<file path="config.mk">
export PLATFORM = sky130hd
export DESIGN_NAME = tipi_rpi_link_flat
export DESIGN_NICKNAME = d
export VERILOG_FILES = /design/src/rtl/tipi_rpi_link_if.sv /design/src/rtl/tipi_rpi_link.sv /design/src/flat_wrapper.sv
export SDC_FILE = /design/constraint.sdc
export NUM_CORES = 1
export LEC_CHECK = 0
export BUFFER_PORTS_ARGS = -buffer_cell sky130_fd_sc_hd__buf_2
export CORE_MARGIN = 1
export CORE_UTILIZATION = 54
export CTS_BUF_LIST = sky130_fd_sc_hd__clkbuf_4 sky130_fd_sc_hd__clkbuf_8
export DETAILED_ROUTE_END_ITERATION = 10
export GPL_TIMING_DRIVEN = 0
export PLACE_DENSITY = 0.84
export SLEW_MARGIN = 20
export SYNTH_ARGS = -nofsm -noshare
export SYNTH_HDL_FRONTEND = slang
export SYNTH_SLANG_ARGS = --single-unit
</file>
<file path="constraint.sdc">
create_clock -name clk -period 2 [get_ports clk]
set_input_delay 0.1 -clock clk [delete_from_list [all_inputs] [get_ports clk]]
set_output_delay 0.1 -clock clk [all_outputs]
set_load 0.01 [all_outputs]
</file>
<file path="src/rtl/tipi_rpi_link_if.sv">
// RPi-side serial lines of the TIPI link.
// The master is the RPi and the slave is the FPGA link stage.
interface tipi_rpi_link_if;
    logic r_clk;
    logic r_le;
    logic r_rt;
    logic r_cd;
    logic r_dout;
    logic r_din;

    modport master (output r_clk, r_le, r_rt, r_cd, r_dout, input r_din);
    modport slave  (input r_clk, r_le, r_rt, r_cd, r_dout, output r_din);
endinterface

</file>
<file path="src/rtl/tipi_rpi_link.sv">
// TIPI RPi serial link stage. The RPi strobes are synchronised into clk, and the
// TD/TC/RD/RC channels are shifted and latched using those synchronised edges.
module tipi_rpi_link #(
    parameter int unsigned SYNC_STAGES = 2,
    parameter int unsigned BITS        = 8
) (
    input  logic              clk,
    input  logic              reset_n,
    tipi_rpi_link_if.slave    rpi,
    input  logic [0:7]        td_in,
    input  logic [0:7]        tc_in,
    output logic [0:7]        rd_out,
    output logic [0:7]        rc_out,
    output logic              rd_strobe,
    output logic              rc_strobe,
    output logic              frame_err,
    input  logic              err_clr
);

    localparam int unsigned CW  = 4;
    localparam int unsigned NIN = 5;
    localparam logic [CW-1:0] CNT_FULL = CW'(BITS);
    localparam logic [CW-1:0] CNT_SAT  = CW'(BITS + 1);

    // Channel index is {rt, cd}: 0 = RC, 1 = RD, 2 = TC, 3 = TD.
    localparam logic [1:0] CH_RC = 2'd0;
    localparam logic [1:0] CH_RD = 2'd1;
    localparam logic [1:0] CH_TD = 2'd3;

    logic [SYNC_STAGES-1:0][NIN-1:0] sync_q;
    logic [NIN-1:0]                  raw;
    logic [NIN-1:0]                  s;
    logic                            clk_prev;
    logic                            le_prev;
    logic                            clk_rise;
    logic                            le_rise;
    logic [1:0]                      sel;
    logic                            dout_s;
    logic                            err_set;

    logic [3:0][0:7]                 sr;
    logic [3:0][CW-1:0]              cnt;

    assign raw      = {rpi.r_clk, rpi.r_le, rpi.r_rt, rpi.r_cd, rpi.r_dout};
    assign s        = sync_q[SYNC_STAGES-1];
    assign sel      = s[2:1];
    assign dout_s   = s[0];
    assign clk_rise = s[4] & ~clk_prev;
    assign le_rise  = s[3] & ~le_prev;
    assign err_set  = le_rise & ~sel[1] & (cnt[sel] != CNT_FULL);

    // Synchroniser chain plus one edge-detect flop per strobe.
    always_ff @(posedge clk or negedge reset_n) begin
        if (!reset_n) begin
            sync_q   <= '0;
            clk_prev <= 1'b0;
            le_prev  <= 1'b0;
        end else begin
            sync_q   <= {sync_q[SYNC_STAGES-2:0], raw};
            clk_prev <= s[4];
            le_prev  <= s[3];
        end
    end

    // Only the selected channel moves. A latch edge takes priority over a shift edge.
    always_ff @(posedge clk or negedge reset_n) begin
        if (!reset_n) begin
            sr        <= '0;
            cnt       <= '0;
            rd_out    <= '0;
            rc_out    <= '0;
            rd_strobe <= 1'b0;
            rc_strobe <= 1'b0;
        end else begin
            rd_strobe <= 1'b0;
            rc_strobe <= 1'b0;
            if (le_rise) begin
                cnt[sel] <= '0;
                if (sel[1]) begin
                    sr[sel] <= (sel == CH_TD) ? td_in : tc_in;
                end else if (sel == CH_RD) begin
                    rd_out    <= sr[CH_RD];
                    rd_strobe <= 1'b1;
                end else begin
                    rc_out    <= sr[CH_RC];
                    rc_strobe <= 1'b1;
                end
            end else if (clk_rise) begin
                sr[sel] <= {sr[sel][1:7], sel[1] ? 1'b0 : dout_s};
                if (cnt[sel] != CNT_SAT) begin
                    cnt[sel] <= cnt[sel] + CW'(1);
                end
            end
        end
    end

    // Sticky framing error. A new error in the same clk as err_clr keeps the flag set.
    always_ff @(posedge clk or negedge reset_n) begin
        if (!reset_n) begin
            frame_err <= 1'b0;
        end else if (err_set) begin
            frame_err <= 1'b1;
        end else if (err_clr) begin
            frame_err <= 1'b0;
        end
    end

    // Return path: the TI channels send their MSB, the RPi channels send their parity.
    always_ff @(posedge clk or negedge reset_n) begin
        if (!reset_n) begin
            rpi.r_din <= 1'b0;
        end else begin
            unique case (sel)
                2'd3:    rpi.r_din <= sr[3][0];
                2'd2:    rpi.r_din <= sr[2][0];
                2'd1:    rpi.r_din <= ^sr[1];
                default: rpi.r_din <= ^sr[0];
            endcase
        end
    end

endmodule
</file>
<file path="src/flat_wrapper.sv">
// flat-port wrapper written by rule: the top's interface ports become plain ports
module tipi_rpi_link_flat 
#(
    parameter int unsigned SYNC_STAGES = 2,
    parameter int unsigned BITS        = 8
)
  (clk, reset_n, td_in, tc_in, rd_out, rc_out, rd_strobe, rc_strobe, frame_err, err_clr, rpi_r_clk, rpi_r_le, rpi_r_rt, rpi_r_cd, rpi_r_dout, rpi_r_din);
  tipi_rpi_link_if rpi_i ();
  input  logic clk;
  input  logic reset_n;
  input  logic [0:7] td_in;
  input  logic [0:7] tc_in;
  output logic [0:7] rd_out;
  output logic [0:7] rc_out;
  output logic rd_strobe;
  output logic rc_strobe;
  output logic frame_err;
  input  logic err_clr;
  input wire logic [$bits(rpi_i.r_clk)-1:0] rpi_r_clk;
  input wire logic [$bits(rpi_i.r_le)-1:0] rpi_r_le;
  input wire logic [$bits(rpi_i.r_rt)-1:0] rpi_r_rt;
  input wire logic [$bits(rpi_i.r_cd)-1:0] rpi_r_cd;
  input wire logic [$bits(rpi_i.r_dout)-1:0] rpi_r_dout;
  output wire logic [$bits(rpi_i.r_din)-1:0] rpi_r_din;
  assign rpi_i.r_clk = rpi_r_clk;
  assign rpi_i.r_le = rpi_r_le;
  assign rpi_i.r_rt = rpi_r_rt;
  assign rpi_i.r_cd = rpi_r_cd;
  assign rpi_i.r_dout = rpi_r_dout;
  assign rpi_r_din = rpi_i.r_din;
  tipi_rpi_link #(.SYNC_STAGES(SYNC_STAGES), .BITS(BITS)) u_core (.clk(clk), .reset_n(reset_n), .rpi(rpi_i), .td_in(td_in), .tc_in(tc_in), .rd_out(rd_out), .rc_out(rc_out), .rd_strobe(rd_strobe), .rc_strobe(rc_strobe), .frame_err(frame_err), .err_clr(err_clr));
endmodule
</file>
==> results.tsv <==
metric	value	unit
status	complete, but fails checks	
failing checks	DRC, setup timing	
Peak Freq	461	MHz
Detail Placement HPWL	5490	um
Yosys cell types	44	
EDFF count, synth	0	
Max VDD drop	0.880	mV
min Tclk post-route	2.17	ns
CP arrival	2.42	ns
routed vias	2627	
Synth Instances	283	
RePlAce Congestion	0.867	
initial antenna violation count	0	
# DRC	4	
Die Ht	84.5	um
fin. max-slew vios	0	
Overflow after GRT	0	
Mapped Nets	310	
element type at the critical path end	flop	
Area after DPL	4030	um^2
htree depth	3	
first-pass GRT wire length	13700	um
skew final	0.00912	ns
total leakage power	2.11	nW
CTS tree	built	
die width	84.5	um
Slew @ Worst Pin	0.708	ns
WL final	8360	um
Setup WS post-layout	-0.168	ns
crit start category	flop	
Synth Register Bits	80	
min-delay worst type	primary input to flop	
Power Density	1220	nW/um^2
Final setup viols	17	
max-cap viol count	0	
core outline area	6460	um^2
Final ANT Viol Nets	0	
fraction of layout cells with a size suffix above 1	0.434	
Area growth, synth to finish	23.4	%
Initial Util	0.569	
ant diodes	0	
CTS buffer count	9	
largest net degree at the start of global routing	51	
Worst R2R Path Depth	6	
Nets	384	
# rows	29	
clock buffer depth	2	
Top FF cell, synth	dfrtp_1	
R2R setup slack	-0.17	ns
fill count	432	
clock slew at the register clock pins of the worst setup and hold paths	0.09	ns
synthesized area per cell	13.0	um^2
Critical Path RT	2.25	ns
final hold violation count	0	
crit path kind	flop to flop	
Root Driver	clkbuf_8	
worst-skew pair later-pin latency	0.36	ns
Total Die Area	7130	um^2
TNS Setup	-1.73	ns
Async S/R FF share, synth	1.00	
cell area after synthesis	3670	um^2
port bufs	43	
Top Ports	44	
Avg WL per Cell	19.0	um
hold path cells	3	
reg2reg start	u_core.s[2]$_DFF_PN0_	
drt pass-1 iters	9	
crit path capture	u_core.cnt[3]$_DFFE_PN0P_	
crit path from	u_core.s[2]$_DFF_PN0_	
RSZ-0062 raised after global routing	yes	
drt initial violations	234	
number of global-route vias before repair	2742	
post-synthesis sequential area ratio	0.545	
GRT Total Usage	0.257	
CP Max Fanout	10	
worst hold start	td_in[7]	
fin util	0.702	
CTS Sinks	80	
Final Cycle Share	1.08	
Via-to-Cell Ratio	5.98	
RR Endpoint	u_core.cnt[3]$_DFFE_PN0P_	
Final Cell Area	4530	um^2
Worst slew margin	0.526	
Synth Warn #	0	
## synth_stat cells (3+ instances only)
library cell  number  area (um^2)
mux4_1             6          158
buf_2              4         20.0
inv_1             11         41.3
dfrtp_1           80         2000
a32o_1             3         30.0
a21oi_1           14         70.1
nor2_1             7         26.3
clkbuf_1           3         11.3
nand2_1           27          101
mux2i_1            3         30.0
o21ai_0           19         95.1
mux4_2             5          113
nand3_1            8         40.0
mux2_2            40          450
o32ai_1            4         35.0
ha_1               3         37.5
xnor2_1           12          105
## power by group
group / switching (mW) / internal (mW)
sequential: 0.318 / 2.09
combinational: 0.947 / 1.07
clock: 0.636 / 0.477
## flip-flops by register name, summed over array words and instances (netlist names)
signal and flops:
u_core.sr 32, u_core.s 5, u_core.rc_strobe 1, u_core.cnt 16, u_core.clk_prev 1, u_core.le_prev 1
u_core.sync_q 5, u_core.rd_strobe 1, u_core.rpi.r_din 1, u_core.rc_out 8, u_core.rd_out 8, u_core.frame_err 1
## worst max-delay path, cell delays in order, from the launching register on
cell,delay (ns)
dfrtp_1,0.38
buf_6,0.14
and3b_1,0.18
a31oi_1,0.54
mux2i_1,0.26
nor2b_1,0.27
o32ai_1,0.30
## timing repair
item | 4_1_cts | 5_1_grt
gates resized for setup | 24 | 14
pin swaps | 6 | 9
hold endpoints to repair | 36 | 0
hold buffers | 7 | 0
endpoints found under the setup margin | 16 | 39
setup buffers | 12 | 1
## layout make-up
cell class / count / area (um^2) / share of cell area
timing repair buffer: 63 / 413 / 0.0911
clock buffer: 9 / 124 / 0.0273
tap: 77 / 96.3 / 0.0213
multi-input combinational: 181 / 1710 / 0.378
inverter: 11 / 41.3 / 0.00911
buffer: 11 / 83.8 / 0.0185
sequential: 80 / 2000 / 0.442
clock inverter: 7 / 60.1 / 0.0132
## cell families after synthesis
logic type	Yosys count	share of synthesized area
XOR/XNOR	16	0.0422
flip-flops	80	0.545
multiplexers	54	0.204
buffers and inverters	22	0.0307
AND/OR/NAND/NOR	59	0.0842
AO/OA/AOI/OAI	49	0.0831
adder cells (fa/ha/maj)	3	0.0102
## placed cells by master (no fill, tap or decap), drive strengths merged, types with 10 or more instances in the layout
cell type,instances
nand2,29
inv,16
buf,62
clkbuf,14
a21oi,14
mux2,40
mux4,11
nand3,10
xnor2,14
dfrtp,80
o21ai,20
## metal layers
layer,vias up,GRT usage,wire [um]
met4,0,0.0832,164
li1,1158,-,-
met3,20,0.0708,660
met5,-,0,0
met1,1314,0.331,3330
met2,135,0.427,4200
## worst min-delay path by stage
stage | endpoint | slack (ns)
global placement | u_core.sync_q[0]$_DFF_PN0_ | 0.21
global route | u_core.sr[24]$_DFFE_PN0P_ | 0.005
detailed placement | u_core.sr[6]$_DFFE_PN0P_ | 0.06
finish | u_core.sr[24]$_DFFE_PN0P_ | 0.02
CTS | u_core.sr[24]$_DFFE_PN0P_ | 0.02
floorplan | u_core.clk_prev$_DFF_PN0_ | -0.20
## per-stage QoR
stage	cells	hold WS [ns]	power [mW]	setup WS (ns)
after global placement	403	0.209	4.02	-0.361
after floorplan	283	-0.196	3.59	-0.112
final	439	0.0155	5.54	-0.168
after global routing	439	0.00493	5.85	-0.207
after CTS	439	0.0155	5.43	-0.146
after detailed placement	404	0.0613	4.15	-0.421
Power figures use the tool's default switching activity.
